==> src/rtl/pipe_stage_hs.sv <==
// Handshaked pipeline stage with hold/flush control from the pipeline controller.
// Define PIPE_STAGE_SKID_EN for the two-entry skid build (registered in_ready); default is one entry.
module pipe_stage_hs #(
    parameter int            DW      = 32,
    parameter logic [DW-1:0] RST_VAL = '0,
    parameter logic [DW-1:0] NOP_VAL = DW'(32'h0000_0013)
) (
    input  logic          clk,
    input  logic          rst,
    input  logic          in_valid,
    output logic          in_ready,
    input  logic [DW-1:0] in_data,
    input  logic          hold_i,
    input  logic          flush_i,
    output logic          out_valid,
    input  logic          out_ready,
    output logic [DW-1:0] out_data,
    output logic [1:0]    occ_o
);

    logic [1:0]    occ_q, occ_d;
    logic [DW-1:0] out_q, out_d;
    logic          out_vld_reg;
    logic          in_fire, out_fire;

    assign out_vld_reg = (occ_q != 2'd0);
    // hold and flush both hide the stage from downstream for the cycle
    assign out_valid   = out_vld_reg && !hold_i && !flush_i;
    assign in_fire     = in_valid && in_ready;
    assign out_fire    = out_valid && out_ready;
    assign out_data    = out_q;
    assign occ_o       = occ_q;

`ifdef PIPE_STAGE_SKID_EN
    logic [DW-1:0] skid_q, skid_d;
    logic          rdy_q;

    // rdy_q only depends on occupancy, so out_ready never reaches in_ready
    assign in_ready = rdy_q && !hold_i && !flush_i && !rst;

    always_comb begin
        occ_d  = occ_q;
        out_d  = out_q;
        skid_d = skid_q;
        if (flush_i) begin
            occ_d = 2'd0;
            out_d = NOP_VAL;
        end else begin
            case ({in_fire, out_fire})
                2'b10: begin
                    if (occ_q == 2'd0) begin
                        out_d = in_data;
                        occ_d = 2'd1;
                    end else begin
                        skid_d = in_data;
                        occ_d  = 2'd2;
                    end
                end
                2'b01: begin
                    if (occ_q == 2'd2) begin
                        out_d = skid_q;
                        occ_d = 2'd1;
                    end else begin
                        out_d = NOP_VAL;
                        occ_d = 2'd0;
                    end
                end
                // in_ready is low at occ 2, so a dual transfer always happens at occ 1
                2'b11:   out_d = in_data;
                default: ;
            endcase
        end
    end

    always_ff @(posedge clk) begin
        if (rst) begin
            occ_q  <= 2'd0;
            out_q  <= RST_VAL;
            skid_q <= '0;
            rdy_q  <= 1'b1;
        end else begin
            occ_q  <= occ_d;
            out_q  <= out_d;
            skid_q <= skid_d;
            rdy_q  <= (occ_d != 2'd2);
        end
    end
`else
    assign in_ready = (!out_vld_reg || out_ready) && !hold_i && !flush_i && !rst;

    always_comb begin
        occ_d = occ_q;
        out_d = out_q;
        if (flush_i) begin
            occ_d = 2'd0;
            out_d = NOP_VAL;
        end else if (in_fire) begin
            out_d = in_data;
            occ_d = 2'd1;
        end else if (out_fire) begin
            out_d = NOP_VAL;
            occ_d = 2'd0;
        end
    end

    always_ff @(posedge clk) begin
        if (rst) begin
            occ_q <= 2'd0;
            out_q <= RST_VAL;
        end else begin
            occ_q <= occ_d;
            out_q <= out_d;
        end
    end
`endif

endmodule

==> config.mk <==
export PLATFORM = sky130hd
export DESIGN_NAME = pipe_stage_hs
export DESIGN_NICKNAME = d
export VERILOG_FILES = /design/src/rtl/pipe_stage_hs.sv
export SDC_FILE = /design/constraint.sdc
export NUM_CORES = 1
export LEC_CHECK = 0
export BUFFER_PORTS_ARGS = -buffer_cell sky130_fd_sc_hd__buf_2
export CAP_MARGIN = 20
export CORE_MARGIN = 5
export CORE_UTILIZATION = 35
export CTS_BUF_LIST = sky130_fd_sc_hd__clkbuf_4
export DETAILED_ROUTE_END_ITERATION = 8
export GPL_TIMING_DRIVEN = 0
export PLACE_DENSITY = 0.66
export RECOVER_POWER = 25
export SLEW_MARGIN = 10
export SYNTH_ARGS = -nofsm -noshare
export SYNTH_HDL_FRONTEND = slang
export SYNTH_SLANG_ARGS = --single-unit
==> constraint.sdc <==
create_clock -name clk -period 4.7 [get_ports clk]
set_clock_uncertainty 0.1 [all_clocks]
set_input_delay 0.705 -clock clk [delete_from_list [all_inputs] [get_ports clk]]
set_output_delay 0.705 -clock clk [all_outputs]
set_load 0.01 [all_outputs]
==> impl_metrics.ini, run 1 <==
[drt]
ant_nets = 0
via_count = 1056
viasPerCell = 4.82
drc = 0
post_drt_wl_per_cell_um = 13.6
drt-initial-drc-count = 48
wirelength_um = 2990
drtPass1Iterations = 4

[grt]
grt_pass1_wl_um = 4650
antenna_found_initial = 0
grt_max_degree = 11
grtUsageTotal = 0.137
grt_overflow = 0
grt_pass1_vias = 1045

[pwr]
power.leakage_nw = 0.816
p_per_area_nw_per_um2 = 344
worst_ir_drop_vdd_uv = 127

[clock_tree]
ctsHoldBuffers = 0
clockRootBuffer = clkbuf_4
clockBufferDepth = 2
cts_buffers = 5
cts_tree = done
htree_levels = 2
ctsResizeCount = 0
cts_setup_buffers = 0
path_clk_slew_ns = 0.09
clock_latency_ns = 0.33
numClockSinks = 33

[final_layout]
post-route-util = 0.517
fillCellCount = 299
mostFrequentLayoutCells = buf_2, dfxtp_1, a22o_1, clkbuf_1, clkbuf_4
final_common_cell = buf_2
num_antenna_cells = 0
drive_above_1_share = 0.469
fin_nets = 212
syn_to_final_growth_pct = 40.5
design_area_um2 = 1610

[synth]
syn_avg_cell_area_um2 = 12.0
ys_ff_latch = 33
synthDistinctLibCells = 22
syn_nets = 133
synth_seq_area_share = 0.578
synth_area_um2 = 1140
syn_inst = 95
yosysWarnings = 0

[worst_setup_path]
end_kind = output port
reg2reg_depth = 5
crit_type = primary input to output port
path_buf_inv = 2
path_delay_family = simple AND/OR/NAND/NOR gates
cp.arrival_ns = 1.54
critical-path-slowest-cell = or2_0
crit_chain = clkbuf_1 -> or2_0 -> nor3_1 -> buf_2
critPathRequiredTime_ns = 3.89
path_depth = 4
crit_path_start_kind = primary input
cpPeakStageDelay_ns = 0.32
worstPathMaxFanout = 6

[sta]
final-hold-violation-count = 0
rsz0062_at_grt = no
timing.final.crit_share = 0.499
min_period_ns = 2.35
worstMarginPinSlew_ns = 0.558
slew_violations = 0
max_slew_margin = 0.622
setup_viol = 0
fin_tns_setup_ns = 0
max_freq_ghz = 0.426

[floorplanning]
dieArea_um2 = 4510
die_height_um = 67.1
initial_core_util = 0.368
num_rows = 20
coreArea_um2 = 3100
die_x_um = 67.1
ios = 74

[placement]
placed_area_um2 = 1560
dp_hpwl_um = 2240
place.gp.congestion = 0.702
portBuffers = 72

[hold_path]
hold-path-cell-count = 1
hold_class = flop to flop

[outcome]
status = completed

[job]
cap_violations = 0
per-stage QoR:
stage	total power [W]	cells	worst slack (ns)	hold slack (ns)
floorplan	0.000323	95	2.62	0.407
global placement	0.000351	211	2.42	0.355
detailed placement	0.000353	211	2.42	0.358
CTS	0.000564	219	2.42	0.388
global route	0.000577	219	2.32	0.406
finish	0.000553	219	2.35	0.381
synth_stat cells (all sizes together):
master / n / area, um2
a21oi: 2 / 13.8
a221oi: 3 / 26.3
a22o: 29 / 254
a31oi: 1 / 6.26
buf: 7 / 55.1
clkbuf: 1 / 3.75
conb: 1 / 3.75
dfxtp: 33 / 661
inv: 5 / 18.8
mux2: 1 / 11.3
nand2: 1 / 3.75
nor2: 3 / 11.3
nor2b: 1 / 6.26
nor3: 1 / 5.00
nor3b: 1 / 7.51
nor4b: 3 / 41.3
o21ai: 1 / 5.00
or2: 1 / 8.76
worst register-to-register path: stages (launching register included):
cell and delay [ns]:
dfxtp_1 0.38, nor2b_1 0.18, nor4b_1 0.34, clkbuf_1 0.40
buf_6 0.20, a22o_1 0.14
cell type report:
type	instances	area (um2)	share of cell area
Multi-Input combinational cell	49	387	0.241
Buffer	8	51.3	0.0320
Sequential cell	33	661	0.412
Tap cell	44	55.1	0.0343
Inverter	5	18.8	0.0117
Timing Repair Buffer	72	354	0.221
Clock buffer	6	45.0	0.0281
Clock inverter	2	33.8	0.0210
final timing paths:
kind / from / end / slack [ns]
worst min-delay path: out_data[26] / out_data[26] / 0.38
worst max register to register: occ_o[0] / out_data[7] / 2.91
worst min register to register: out_data[26] / out_data[26] / 0.38
worst max-delay path: flush_i / in_ready / 2.35
where the power goes:
group | internal (W) | switching, W
Clock | 0.000116 | 0.0000920
Combinational | 0.0000262 | 0.0000263
Sequential | 0.000288 | 0.00000415
registers in the layout, summed over array words and instances (netlist names):
| register | flops |
|---|---|
| out_data | 32 |
| occ_o | 1 |
per-layer routing:
| layer | GRT usage | vias up | part of all wire |
|---|---|---|---|
| li1 | - | 510 | - |
| met1 | 0.152 | 489 | 0.39 |
| met2 | 0.231 | 49 | 0.48 |
| met3 | 0.0333 | 8 | 0.094 |
| met4 | 0.0911 | 0 | 0.027 |
| met5 | 0 | - | 0 |
cells by family (layout without fill, tap and decap cells):
family                 count (synthesis)  in the layout  share of synthesized area
AO/OA/AOI/OAI                         36             36                      0.267
flip-flops                            33             33                      0.578
buffers and inverters                 13             93                     0.0679
AND/OR/NAND/NOR                       11             11                     0.0734
other                                  1              1                    0.00328
multiplexers                           1              1                    0.00986
No activity file was read; power rests on OpenSTA's default activity.
==> run 2, diff against run 1 <==
==> constraint.sdc (replaced) <==
create_clock -name clk -period 2.3 [get_ports clk]
set_clock_uncertainty 0.1 [all_clocks]
set_input_delay 0.345 -clock clk [delete_from_list [all_inputs] [get_ports clk]]
set_output_delay 0.345 -clock clk [all_outputs]
set_load 0.01 [all_outputs]
==> run 2 against run 1 <==
Non-clock buffer count unchanged. Power up 100%. Count of clock-buffer cells in the layout did not move. Clock power grew 100%. Die area did not move. Routed wire length down 0.60%. Worst hold slack worse by 0.26 ns. Critical path type is now flop to output port. Register-to-register slack got worse by 2.3 ns. Largest cell class unchanged. Sequential power is 100% higher.
==> impl_metrics.ini, run 2 (same netlist as run 1, synthesis figures left out) <==
[hold_path]
hold_class = primary input to flop
holdCritStartpoint = in_data[6]
hold-path-cell-count = 2

[sta]
fin_tns_setup_ns = 0
rsz0062_at_grt = no
slew_violations = 0
min_period_ns = 1.78
timing.final.crit_share = 0.775
finalWorstSetupSlack_ns = 0.519
max_freq_ghz = 0.561
max_slew_margin = 0.621
final-hold-violation-count = 0
setup_viol = 0
worstMarginPinSlew_ns = 0.561

[pwr]
intPower_w = 0.000881
clock_power_share = 0.376
p_sw_w = 0.000251
power_frac_seq = 0.527
power.leakage_nw = 0.781
worst_ir_drop_vdd_uv = 262
combPwrFrac = 0.097
sw_frac_of_total = 0.222
p_per_area_nw_per_um2 = 700

[worst_setup_path]
crit_path_start = occ_o[0]
cp.arrival_ns = 1.34
end_kind = output port
critPathRequiredTime_ns = 1.86
worstReg2RegStart = occ_o[0]
worstPathMaxFanout = 7
crit_path_start_kind = flop
crit_type = flop to output port
reg2reg_depth = 5

[placement]
place_worst_setup_slack_ns = 0.594
portBuffers = 72
place.gp.congestion = 0.702
dp_hpwl_um = 2240

[clock_tree]
path_clk_slew_ns = 0.10
ctsHoldBuffers = 0
clockRootBuffer = clkbuf_4
ctsResizeCount = 0
clock_latency_ns = 0.32
cts_tree = done
htree_levels = 2
cts_setup_buffers = 0
numClockSinks = 33
cts_buffers = 5
clockBufferDepth = 2

[floorplanning]
initial_core_util = 0.368
coreArea_um2 = 3100
ios = 74
die_height_um = 67.1
num_rows = 20
dieArea_um2 = 4510
die_x_um = 67.1

[final_layout]
num_antenna_cells = 0
fillCellCount = 301
mostFrequentLayoutCells = buf_2, dfxtp_1, a22o_1, clkbuf_1, clkbuf_4
drive_above_1_share = 0.423
largest_reg_flops = 32
syn_to_final_growth_pct = 41.5
final_common_cell = buf_2
final-seq-area_um2 = 661
fin_nets = 212
multi_input_area_um2 = 404

[drt]
post_drt_wl_per_cell_um = 13.6
via_count = 1056
drt-initial-drc-count = 34
viasPerCell = 4.82
drtPass1Iterations = 4
drc = 0
wirelength_um = 2970
ant_nets = 0

[grt]
grt_util_met1 = 0.152
busiest_layer = met2
grt_max_degree = 11
grtUsageTotal = 0.137
grt_pass1_vias = 1045
grt_pass1_wl_um = 4650
grt_overflow = 0
gr-usage-met3 = 0.0333
antenna_found_initial = 0
met2_usage = 0.231

[job]
cap_violations = 0

[outcome]
status = completed
-- run 2: cell count changes in the layout (fill, tap and decap cells not counted), sizes merged --
cell    change
buf        -10
clkbuf     +10
-- run 2: metal layers --
layer | part of all wire | wire length (um)
met5 | 0 | 0
met4 | 0.028 | 82
met3 | 0.095 | 282
met2 | 0.48 | 1440
met1 | 0.39 | 1170
-- run 2: final cells by class --
class / instances / share of cell area
Timing Repair Buffer: 72 / 0.211
Tap cell: 44 / 0.0341
Clock buffer: 6 / 0.0279
Inverter: 5 / 0.0116
Buffer: 8 / 0.0364
Multi-Input combinational cell: 49 / 0.250
Clock inverter: 2 / 0.0209
Sequential cell: 33 / 0.409
-- run 2: stage by stage --
step	total power (W)	area, um2	hold WS [ns]	std cells	utilization
floorplan	0.000659	1140	0.324	95	-
global placement	0.000718	1560	0.355	211	0.502
detailed placement	0.000721	1560	0.358	211	0.502
CTS	0.00115	1640	0.102	219	0.527
global route	0.00118	1620	0.107	219	0.521
finish	0.00113	1620	0.121	219	0.521
-- run 2: final timing paths --
path	end	slack, ns
min	out_data[6]	0.12
max reg2reg	out_data[7]	0.59
min reg2reg	out_data[6]	0.38
max	in_ready	0.52
-- run 2: worst max-delay path, cell delays in order (launching register included) --
cell and delay [ns]:
dfxtp_1 0.44, nor2b_1 0.33, nor3_1 0.09, buf_2 0.15
-- run 2: power by group through the flow --
stage	Clock [W]	Combinational, W	Sequential [W]
2_1_floorplan	0	0.0000425	0.000617
3_3_place_gp	0	0.000109	0.000609
3_5_place_dp	0	0.000112	0.000609
4_1_cts	0.000442	0.000113	0.000596
5_1_grt	0.000460	0.000123	0.000598
6_report	0.000426	0.000110	0.000596
==> run 3, diff against run 2 <==
--- a/config.mk
+++ b/config.mk
@@ -12,7 +12,7 @@
 export CTS_BUF_LIST = sky130_fd_sc_hd__clkbuf_4
 export DETAILED_ROUTE_END_ITERATION = 8
 export GPL_TIMING_DRIVEN = 0
-export PLACE_DENSITY = 0.66
+export PLACE_DENSITY = 0.69
 export RECOVER_POWER = 25
 export SLEW_MARGIN = 10
 export SYNTH_ARGS = -nofsm -noshare
==> constraint.sdc (replaced) <==
create_clock -name clk -period 1.44 [get_ports clk]
set_clock_uncertainty 0.1 [all_clocks]
set_input_delay 0.216 -clock clk [delete_from_list [all_inputs] [get_ports clk]]
set_output_delay 0.216 -clock clk [all_outputs]
set_load 0.01 [all_outputs]
==> run 3 against run 2 <==
Register-to-register slack lost 0.55 ns. Cell count rose by 13%. Highest routed layer unchanged. Largest power group unchanged. Power increased by 49%. First-iteration DRC count rose by 29%. Critical path type unchanged.
==> impl_metrics.ini, run 3 (same netlist as run 1, synthesis figures left out) <==
[worst_setup_path]
cp.arrival_ns = 1.12
crit_path_start_kind = flop
worstReg2RegStart = occ_o[0]
crit_chain = nor2b_4 -> nor3_2 -> buf_2
cpPeakStageDelay_ns = 0.39
ff2ff_setup_slack_ns = 0.04
crit_type = flop to output port
path_delay_family = flip-flops
critPathRequiredTime_ns = 1.12
end_kind = output port
critical-path-slowest-cell = dfxtp_4
path_buf_inv = 1
reg2reg_depth = 5
worstPathMaxFanout = 7
reg2reg_to = out_data[3]

[final_layout]
fin_nets = 242
drive_above_1_share = 0.480
mostFrequentLayoutCells = buf_2, dfxtp_1, a22o_1, dlygate4sd3_1, clkbuf_4
largest_reg_flops = 32
syn_to_final_growth_pct = 71.5
num_antenna_cells = 0
post-route-util = 0.631
final_common_cell = buf_2

[grt]
grt_pass1_wl_um = 5480
antenna_found_initial = 0
grtUsageTotal = 0.161
grt_overflow = 0
busiest_layer = met2
grt_util_met1 = 0.174
grt_max_degree = 11
grt_pass1_vias = 1214
met2_usage = 0.293
gr-usage-met3 = 0.0566

[drt]
drtPass1Iterations = 4
post_drt_wl_per_cell_um = 14.3
drc = 0
viasPerCell = 4.79
wirelength_um = 3540
ant_nets = 0
via_count = 1188
drt-initial-drc-count = 44

[hold_path]
hold_class = primary input to flop
holdCritStartpoint = in_data[8]
holdPathEnd = out_data[8]
hold-path-cell-count = 2

[pwr]
combPwrFrac = 0.155
clock_power_share = 0.281
p_sw_w = 0.000401
p_per_area_nw_per_um2 = 861
worst_ir_drop_vdd_uv = 464
sw_frac_of_total = 0.237
total_power_w = 0.00169
power.leakage_nw = 0.981
intPower_w = 0.00129
power_frac_seq = 0.564

[clock_tree]
numClockSinks = 33
cts_tree = done
path_clk_slew_ns = 0.09
clock_latency_ns = 0.32
cts_buffers = 5
clockRootBuffer = clkbuf_4
clockBufferDepth = 2
htree_levels = 2

[sta]
min_period_ns = 1.44
final-hold-violation-count = 0
timing.final.crit_share = 0.998
setup_viol = 0
rsz0062_at_grt = yes
hold_slack_ns = 0.0207
max_freq_ghz = 0.696
slew_violations = 0

[floorplanning]
coreArea_um2 = 3100
ios = 74
num_rows = 20
die_height_um = 67.1
die_x_um = 67.1
dieArea_um2 = 4510
initial_core_util = 0.368

[placement]
dp_hpwl_um = 2130
portBuffers = 72
place.gp.congestion = 0.690

[outcome]
status = completed

[job]
cap_violations = 0
-- run 3: cell type report --
class / count / area (um2)
Multi-Input combinational cell: 49 / 439
Timing Repair Buffer: 102 / 661
Tap cell: 44 / 55.1
Clock buffer: 6 / 45.0
Sequential cell: 33 / 664
Clock inverter: 1 / 3.75
Fill cell: 263 / 1140
Inverter: 5 / 18.8
Buffer: 8 / 72.6
-- run 3: worst reg2reg max path, cell delays in order (launching register included) --
cell     delay, ns
dfxtp_4       0.39
mux2_4        0.31
a21oi_4       0.14
buf_6         0.14
buf_6         0.11
a22o_1        0.15
-- run 3: worst max path at each step --
stage / startpoint / slack, ns / cells after the start / to
final: occ_o[0] / 0.003 / 3 / in_ready
after global routing: occ_o[0] / -0.06 / 3 / in_ready
after global placement: occ_o[0] / -0.08 / 5 / out_data[2]
after floorplan: occ_o[0] / 0.02 / 5 / out_data[10]
after CTS: occ_o[0] / -0.008 / 5 / out_data[18]
after detailed placement: occ_o[0] / -0.11 / 5 / out_data[10]
-- run 3: routing by layer --
| metal | routed length [um] | share of wire | vias to the layer above |
|---|---|---|---|
| met3 | 315 | 0.089 | 5 |
| met1 | 1460 | 0.41 | 545 |
| met5 | 0 | 0 | - |
| met4 | 52 | 0.015 | 0 |
| li1 | - | - | 570 |
| met2 | 1710 | 0.48 | 68 |
-- run 3: timing repair --
action                                 in CTS  in global routing
pin swaps                                   1                  0
gates resized for setup                     9                  5
buffers inserted                            2                  0
gates cloned                                1                  0
hold buffers                               21                  6
setup endpoints to repair                  24                 34
endpoints found under the hold margin      21                  6
-- run 3: per-stage QoR --
| stage | setup TNS [ns] | cells | setup WS [ns] | cell area [um2] |
|---|---|---|---|---|
| finish | 0 | 248 | 0.00302 | 1960 |
| global placement | -1.19 | 211 | -0.0846 | 1560 |
| CTS | -0.0148 | 242 | -0.00772 | 1870 |
| detailed placement | -1.81 | 211 | -0.114 | 1560 |
| floorplan | 0 | 95 | 0.0206 | 1150 |
| global route | -0.337 | 248 | -0.0641 | 1960 |
-- run 3: power by group through the flow --
stage	combinational [W]	clock, W	sequential, W
6_report	0.000261	0.000474	0.000952
2_1_floorplan	0.0000692	0	0.000985
3_3_place_gp	0.000175	0	0.000972
3_5_place_dp	0.000180	0	0.000973
4_1_cts	0.000239	0.000499	0.000951
5_1_grt	0.000285	0.000557	0.000956
